**src/rtl/fetch_queue_stage.sv**
```systemverilog
// Instruction-fetch stage with a DEPTH-entry circular fetch queue feeding decode.
// Holds the fetch PC, pushes {pc, insn} pairs, pops through an id_valid/id_ready
// handshake, and flushes/reloads on redirect.
// Optional macro FETCH_PERF_EN adds saturating perf_fetched / perf_stall counters.
module fetch_queue_stage #(
  parameter int unsigned PC_W   = 64,
  parameter int unsigned INSN_W = 32,
  parameter int unsigned DEPTH  = 4,
  parameter int unsigned PC_INC = 4
) (
  input  logic                     clk,
  input  logic                     reset,
  input  logic [PC_W-1:0]          start_pc,
  input  logic                     redirect,
  input  logic [PC_W-1:0]          redirect_pc,
  output logic [PC_W-1:0]          imem_addr,
  input  logic [INSN_W-1:0]        imem_data,
  output logic                     id_valid,
  input  logic                     id_ready,
  output logic [INSN_W-1:0]        id_insn,
  output logic [PC_W-1:0]          id_pc,
  output logic [$clog2(DEPTH):0]   occupancy
`ifdef FETCH_PERF_EN
  ,
  output logic [31:0]              perf_fetched,
  output logic [31:0]              perf_stall
`endif
);

  localparam int unsigned PtrW = $clog2(DEPTH);
  localparam int unsigned OccW = PtrW + 1;
  localparam logic [OccW-1:0] OccFull = OccW'(DEPTH);

  logic [PC_W-1:0]   pc_q;
  logic [PtrW-1:0]   rd_ptr_q;
  logic [PtrW-1:0]   wr_ptr_q;
  logic [OccW-1:0]   occ_q;
  logic [PC_W-1:0]   pc_mem   [DEPTH];
  logic [INSN_W-1:0] insn_mem [DEPTH];

  logic pop;
  logic push;

  // Handshake decode; a push into a full queue is allowed when the head leaves.
  always_comb begin
    id_valid  = (occ_q != '0);
    pop       = id_valid & id_ready & ~redirect;
    push      = ~redirect & ((occ_q < OccFull) | pop);
    imem_addr = pc_q;
    occupancy = occ_q;
    id_insn   = id_valid ? insn_mem[rd_ptr_q] : '0;
    id_pc     = id_valid ? pc_mem[rd_ptr_q]   : '0;
  end

  // PC, pointers and occupancy; reset beats redirect, redirect beats push/pop.
  always_ff @(posedge clk) begin
    if (reset) begin
      pc_q     <= start_pc;
      rd_ptr_q <= '0;
      wr_ptr_q <= '0;
      occ_q    <= '0;
    end else if (redirect) begin
      pc_q     <= redirect_pc;
      rd_ptr_q <= '0;
      wr_ptr_q <= '0;
      occ_q    <= '0;
    end else begin
      if (push) begin
        pc_q     <= pc_q + PC_W'(PC_INC);
        wr_ptr_q <= wr_ptr_q + PtrW'(1);
      end
      if (pop) begin
        rd_ptr_q <= rd_ptr_q + PtrW'(1);
      end
      if (push && !pop) begin
        occ_q <= occ_q + OccW'(1);
      end else if (pop && !push) begin
        occ_q <= occ_q - OccW'(1);
      end
    end
  end

  // Queue storage; contents need no reset since occupancy gates visibility.
  always_ff @(posedge clk) begin
    if (!reset && push) begin
      pc_mem[wr_ptr_q]   <= pc_q;
      insn_mem[wr_ptr_q] <= imem_data;
    end
  end

`ifdef FETCH_PERF_EN
  logic [31:0] fetched_q;
  logic [31:0] stall_q;

  // Saturating counters of pushes and of cycles lost to a full, non-draining queue.
  always_ff @(posedge clk) begin
    if (reset) begin
      fetched_q <= '0;
      stall_q   <= '0;
    end else begin
      if (push && fetched_q != '1) begin
        fetched_q <= fetched_q + 32'd1;
      end
      if (!redirect && !push && stall_q != '1) begin
        stall_q <= stall_q + 32'd1;
      end
    end
  end

  assign perf_fetched = fetched_q;
  assign perf_stall   = stall_q;
`endif

endmodule

```
**config.mk**
```make
export PLATFORM = sky130hd
export DESIGN_NAME = fetch_queue_stage
export DESIGN_NICKNAME = d
export VERILOG_FILES = /design/src/rtl/fetch_queue_stage.sv
export SDC_FILE = /design/constraint.sdc
export NUM_CORES = 1
export LEC_CHECK = 0
export CORE_MARGIN = 2
export CORE_UTILIZATION = 55
export CTS_BUF_LIST = sky130_fd_sc_hd__clkbuf_8
export CTS_CLUSTER_SIZE = 16
export DETAILED_ROUTE_END_ITERATION = 12
export PLACE_DENSITY = 0.92
export SLEW_MARGIN = 15
export SYNTH_ARGS = -nofsm -noshare
export SYNTH_HDL_FRONTEND = slang
export SYNTH_SLANG_ARGS = --single-unit
export TNS_END_PERCENT = 100
```
**constraint.sdc**
```tcl
create_clock -name clk -period 3.99 [get_ports clk]
set_input_delay 0.399 -clock clk [delete_from_list [all_inputs] [get_ports clk]]
set_output_delay 0.399 -clock clk [all_outputs]
set_load 0.1 [all_outputs]
```
* Word-level counts from Yosys, hierarchy flattened *
Memories as Yosys holds them, arrays and structs flattened. A register that Yosys moved wholly into a read port is not among the register bits.
Index checks and enable logic that the tools add are counted.
W data, S select, Z words.

operators by class
  add/subtract/negate cells = 5
  $lt $le $gt $ge = 1
  muxes and demuxes = 13
  bitwise operators = 5
  reduce and logical (&&, ||, !) cells = 10

operator list
  cell                     count
  $mux W64                 4
  $add A64 B3 Y64 const B  1
  $mux W32                 1
  $mux W2                  4
  $mux W3                  2
  $reduce_bool A3 Y1       2
  $add A2 B1 Y2 const B    2
  $add A3 B1 Y3 const B    1
  $and A1 B1 Y1            3
  $logic_and A1 B1 Y1      3
  $logic_not A1 Y1         3
  $lt A3 B3 Y1 const B     1
  $sub A3 B1 Y3 const B    1
  $mux W1                  2
  $reduce_bool A2 Y1       1
  $reduce_or A2 Y1         1
  $not A1 Y1               1
  $or A1 B1 Y1             1

storage, ports and cells
  flip-flop bits (word level) = 71
  memory bits (writable) = 384
  word-level logic and storage cells = 40
  memories = 2

memory list
  memory    depth  width  read ports  clocked after Yosys merged registers in  wr ports  RTL line  RTL
  pc_mem    4      64     1           1                                        1         38        logic [PC_W-1:0] pc_mem [DEPTH];
  insn_mem  4      32     1           1                                        1         39        logic [INSN_W-1:0] insn_mem [DEPTH];

* Depth between registers and ports, before layout *
  depth in word-level cells = 9
  depth in mapped cells = 10

* Worst setup path before layout *
No wires, ideal clock.

  kind = register to register
  start point = register occ_q[2], in the netlist occupancy[2]
  end point = memory insn_mem[0][0], enable pin
  arrival = 3.240 ns
  path slack = 0.283 ns
  stages on the path, launching flop included = 3
  path buffers = 0
  period minus slack after synthesis = 3.707 ns
  path through = dfxtp_1 > nand2b_1 > and3_1

on the way
  longest elaborated chain between the ends = 8

ends and longest elaborated chain
  element                            RTL line  RTL
  start: declaration                 37        logic [OccW-1:0] occ_q;
  start signal: assignment           76        occ_q <= occ_q + OccW'(1);
  start signal: assignment           78        occ_q <= occ_q - OccW'(1);
  $reduce_bool A3 Y1                 46        id_valid = (occ_q != '0);
  $and A1 B1 Y1 (2 in series)        47        pop = id_valid & id_ready & ~redirect;
  $or A1 B1 Y1 (*)                   48        push = ~redirect & ((occ_q < OccFull) | pop);
  $and A1 B1 Y1 (*)                  48
  $logic_and A1 B1 Y1 (*)            85        if (!reset && push) begin
  $mux W1 (*)                        85
  $mux W1 (implied by the code) (*)  87        insn_mem[wr_ptr_q] <= imem_data;
  end: declaration                   39

Mark *: on every way between the ends. The rest lies on a longest branch, timed or not.

==> impl_results.md <==
- Placed insts: 1,867
- Global route total overflow: 0
- Most common cell after layout, fill and taps aside: edfxtp_1
- Status: complete, no violations
- Worst path slowest cell: clkdlybuf4s50_1
- Register area share after synthesis: 0.709
- Pwr Density: 483 nW/µm²
- Cells after synthesis: 1,117
- Syn_area_per_cell: 17.2 µm²
- Initial Util: 0.558
- Layout Cells excl Fill: 1,997
- CTS tree: built
- # H-tree levels: 3
- Setup Fix Bufs, Post-CTS: 0
- R2r endpoint: imem_addr[54]$_DFFE_PP_
- Min-delay src: reset
- Hold Path Stages: 3
- Area Growth Syn to Fin: 26.2%
- Setup slack after layout: 0.546 ns
- Worst Reg2Reg Path Length in Cells: 7
- Worst-Margin Slew: 1.17 ns
- Num CTS Buffers: 73
- Largest family of logic cells by synthesized area: multiplexers
- Final nets: 1,658
- Lkg Pwr: 8.19 nW
- Post-synthesis adder-cell area fraction: 0.00495
- RSZ-0062 raised after global routing: no
- Slew Viols, Final: 0
- Multiplexer share of the synthesized area: 0.118
- Core footprint: 34,500 µm²
- First-pass GRT wire length: 71.4 mm
- Drt pass-1 iters: 5
- Worst Path Buf+Inv: 1
- Die width: 191 µm
- Vias in the first global route: 12,100
- CP delay by family, top: buffers and inverters
- Period utilization: 0.863
- Die H: 191 µm
- DPL Wire Length: 32.2 mm
- Fin crit period: 3.44 ns
- Setup TNS: 0 ns
- Worst-path cell chain: mux4_2, and2_1, clkdlybuf4s50_1
- PortBufs: 327
- Final WL: 48.7 mm
- Final hold violations: 0
- Gpl congestion: 0.873
- Critical path launch point type: flop
- Synth cell types: 46
- Clock Latency Late Sink: 0.59 ns
- Die area: 36,500 µm²
- Post-CTS Hold Fix Bufs: 0
- Vias: 11,800
- CTS resizes: 0
- Final ANT Viol Nets: 0
- Max Clk Rate: 290 MHz
- CTS max path bufs: 3
- Post-Syn Area: 19,200 µm²
- Worst reg-to-reg setup slack: 0.89 ns
- Worst VDD drop: 0.417 mV
- Gr usage total: 0.268
- Wire per inst: 24.4 µm
- Worst slew margin: 0.215
- Post-synth ARST share: 0
- Critical path class: reg -> out
- Num rows: 68
- FF-to-FF Start: imem_addr[2]$_DFFE_PP_
- Root Driver: clkbuf_8
- Fill cells: 2,170
- Post-synthesis compound-gate area fraction: 0.0369
- HP Class: in -> reg
- Clock slew at reported path FFs: 0.06 ns
- DRC: 0
- Pre-CTS setup slack: 1.01 ns
- Top_reg_cell synth: edfxtp_1
- Slowest stage delay, CP: 0.96 ns
- Via-to-Cell Ratio: 5.93
- I/O pin count: 328
- Largest net degree at the start of global routing: 76
- Final setup vio count: 0
- Number of synthesis warnings: 0
- Maxcap violations: 0
- Hold_ws: 0.377 ns
- Clk sink count: 457
- Setup Skew: 0.0217 ns
- Simple-Gate Fraction of Synth Area: 0.0860
- Ratio of cells with drive above 1 in the final layout: 0.214
- Starting DRC count in detailed routing: 1,010
- CP Max Fanout: 27
- Most frequent cells in the layout: edfxtp_1 (448), clkdlybuf4s50_1 (236), buf_4 (109)
- Hold Path End: imem_addr[43]$_DFFE_PP_
- Synth Area in XOR/XNOR: 0.0282
- Crit path DAT: 3.04 ns
- Worst setup EP type: output pin
- Initial antenna violation count: 1
- Mapped Nets: 1,288
- CP Data Required Time: 3.59 ns
- Yosys reg bits: 457
- Number of flops mapped to enable cells by yosys: 448
cells by family (layout without fill, tap and decap cells):
logic type | after synthesis | in the layout
AOI/OAI and AO/OA | 120 | 120
xor gates and xnor gates | 62 | 62
adders and majority gates | 7 | 7
buffers and inverters | 78 | 501
DFF | 457 | 457
muxes | 107 | 107
other | 0 | 2
and+or+nand+nor | 286 | 286
worst max-delay path by stage:
stage / startpoint / to / slack, ns / cells past startpoint
finish: flop / id_insn[8] / 0.55 / 3
global route: flop / id_insn[8] / 0.37 / 3
CTS: flop / id_insn[8] / 0.43 / 3
detailed placement: imem_addr[2]$_DFFE_PP_ / imem_addr[54]$_DFFE_PP_ / 1.01 / 7
global placement: imem_addr[2]$_DFFE_PP_ / imem_addr[54]$_DFFE_PP_ / 1.07 / 7
floorplan: occupancy[2]$_SDFFE_PP0P_ / insn_mem[0][0]$_DFFE_PP_ / 0.28 / 2
synth_stat cells (2+ instances only):
| cell type | count | area share |
|---|---|---|
| xor2_1 | 17 | 0.0077 |
| a22oi_1 | 25 | 0.0098 |
| inv_1 | 19 | 0.0037 |
| nor4_1 | 8 | 0.0026 |
| and4_1 | 3 | 0.0014 |
| or3_1 | 5 | 0.0016 |
| nand2_1 | 53 | 0.010 |
| o31a_1 | 2 | 0.00091 |
| o21ai_1 | 3 | 0.00078 |
| nor3_1 | 20 | 0.0052 |
| ha_1 | 6 | 0.0039 |
| nor2_1 | 30 | 0.0059 |
| nor2b_1 | 3 | 0.00098 |
| a21oi_1 | 25 | 0.0065 |
| clkbuf_1 | 46 | 0.0090 |
| a22o_1 | 2 | 0.00091 |
| and3_1 | 9 | 0.0029 |
| nor4_4 | 4 | 0.0044 |
| dfxtp_1 | 9 | 0.0094 |
| o21ai_0 | 48 | 0.012 |
| nand4_1 | 12 | 0.0039 |
| xnor2_1 | 45 | 0.021 |
| buf_2 | 11 | 0.0029 |
| o22ai_1 | 11 | 0.0036 |
| nand2b_1 | 5 | 0.0016 |
| mux4_2 | 96 | 0.11 |
| o31ai_1 | 3 | 0.0012 |
| nand3_1 | 24 | 0.0062 |
| nand3_2 | 2 | 0.0010 |
| and2_1 | 99 | 0.032 |
| edfxtp_1 | 448 | 0.70 |
| mux2i_1 | 10 | 0.0052 |
area by class of cell:
cell class              instances  area [µm²]  share of cell area
multi-input cells             582        5300               0.219
well taps                     455         569              0.0235
repair buffers                354        3330               0.137
clock inverters                51         285              0.0118
clock buffers                  77        1060              0.0437
flip-flops and latches        457       13600               0.562
inverters                      19        71.3             0.00294
diodes                          2        5.00            0.000206
flip-flops by register name, summed over array words and instances (netlist names), named ones only:
signal / count
pc_mem: 256
insn_mem: 128
imem_addr: 64
occupancy: 3
rd_ptr_q: 2
wr_ptr_q: 2
stage by stage:
stage	instance area (µm²)	total power [mW]	utilization
after floorplan	19200	7.38	-
after global placement	22900	8.07	0.665
after detailed placement	22900	8.12	0.665
after CTS	24300	11.8	0.704
after global routing	24300	12.1	0.704
final	24300	11.7	0.704
metal layers:
metal  GRT usage  wire, µm  up-vias
li1            -         -     5144
met3      0.0635      4620      109
met1       0.348     18200     5922
met5           0         0        -
met4       0.113      1780        0
met2       0.437     24100      673
worst register-to-register path, delay by kind of cell, from the launching register on:
| kind | cells | cell delay [ns] |
|---|---|---|
| flops | 1 | 0.70 |
| xor+xnor | 1 | 0.16 |
| compound gates | 1 | 0.09 |
| fa+ha+maj | 1 | 0.32 |
| simple gates | 4 | 1.56 |
power breakdown:
group / switching, mW / total, mW / internal [mW]
sequential: 0.220 / 5.72 / 5.50
clock: 1.78 / 3.70 / 1.92
combinational: 1.69 / 2.30 / 0.610
total: 3.69 / 11.7 / 8.03
No activity file was read; power rests on OpenSTA's default activity.
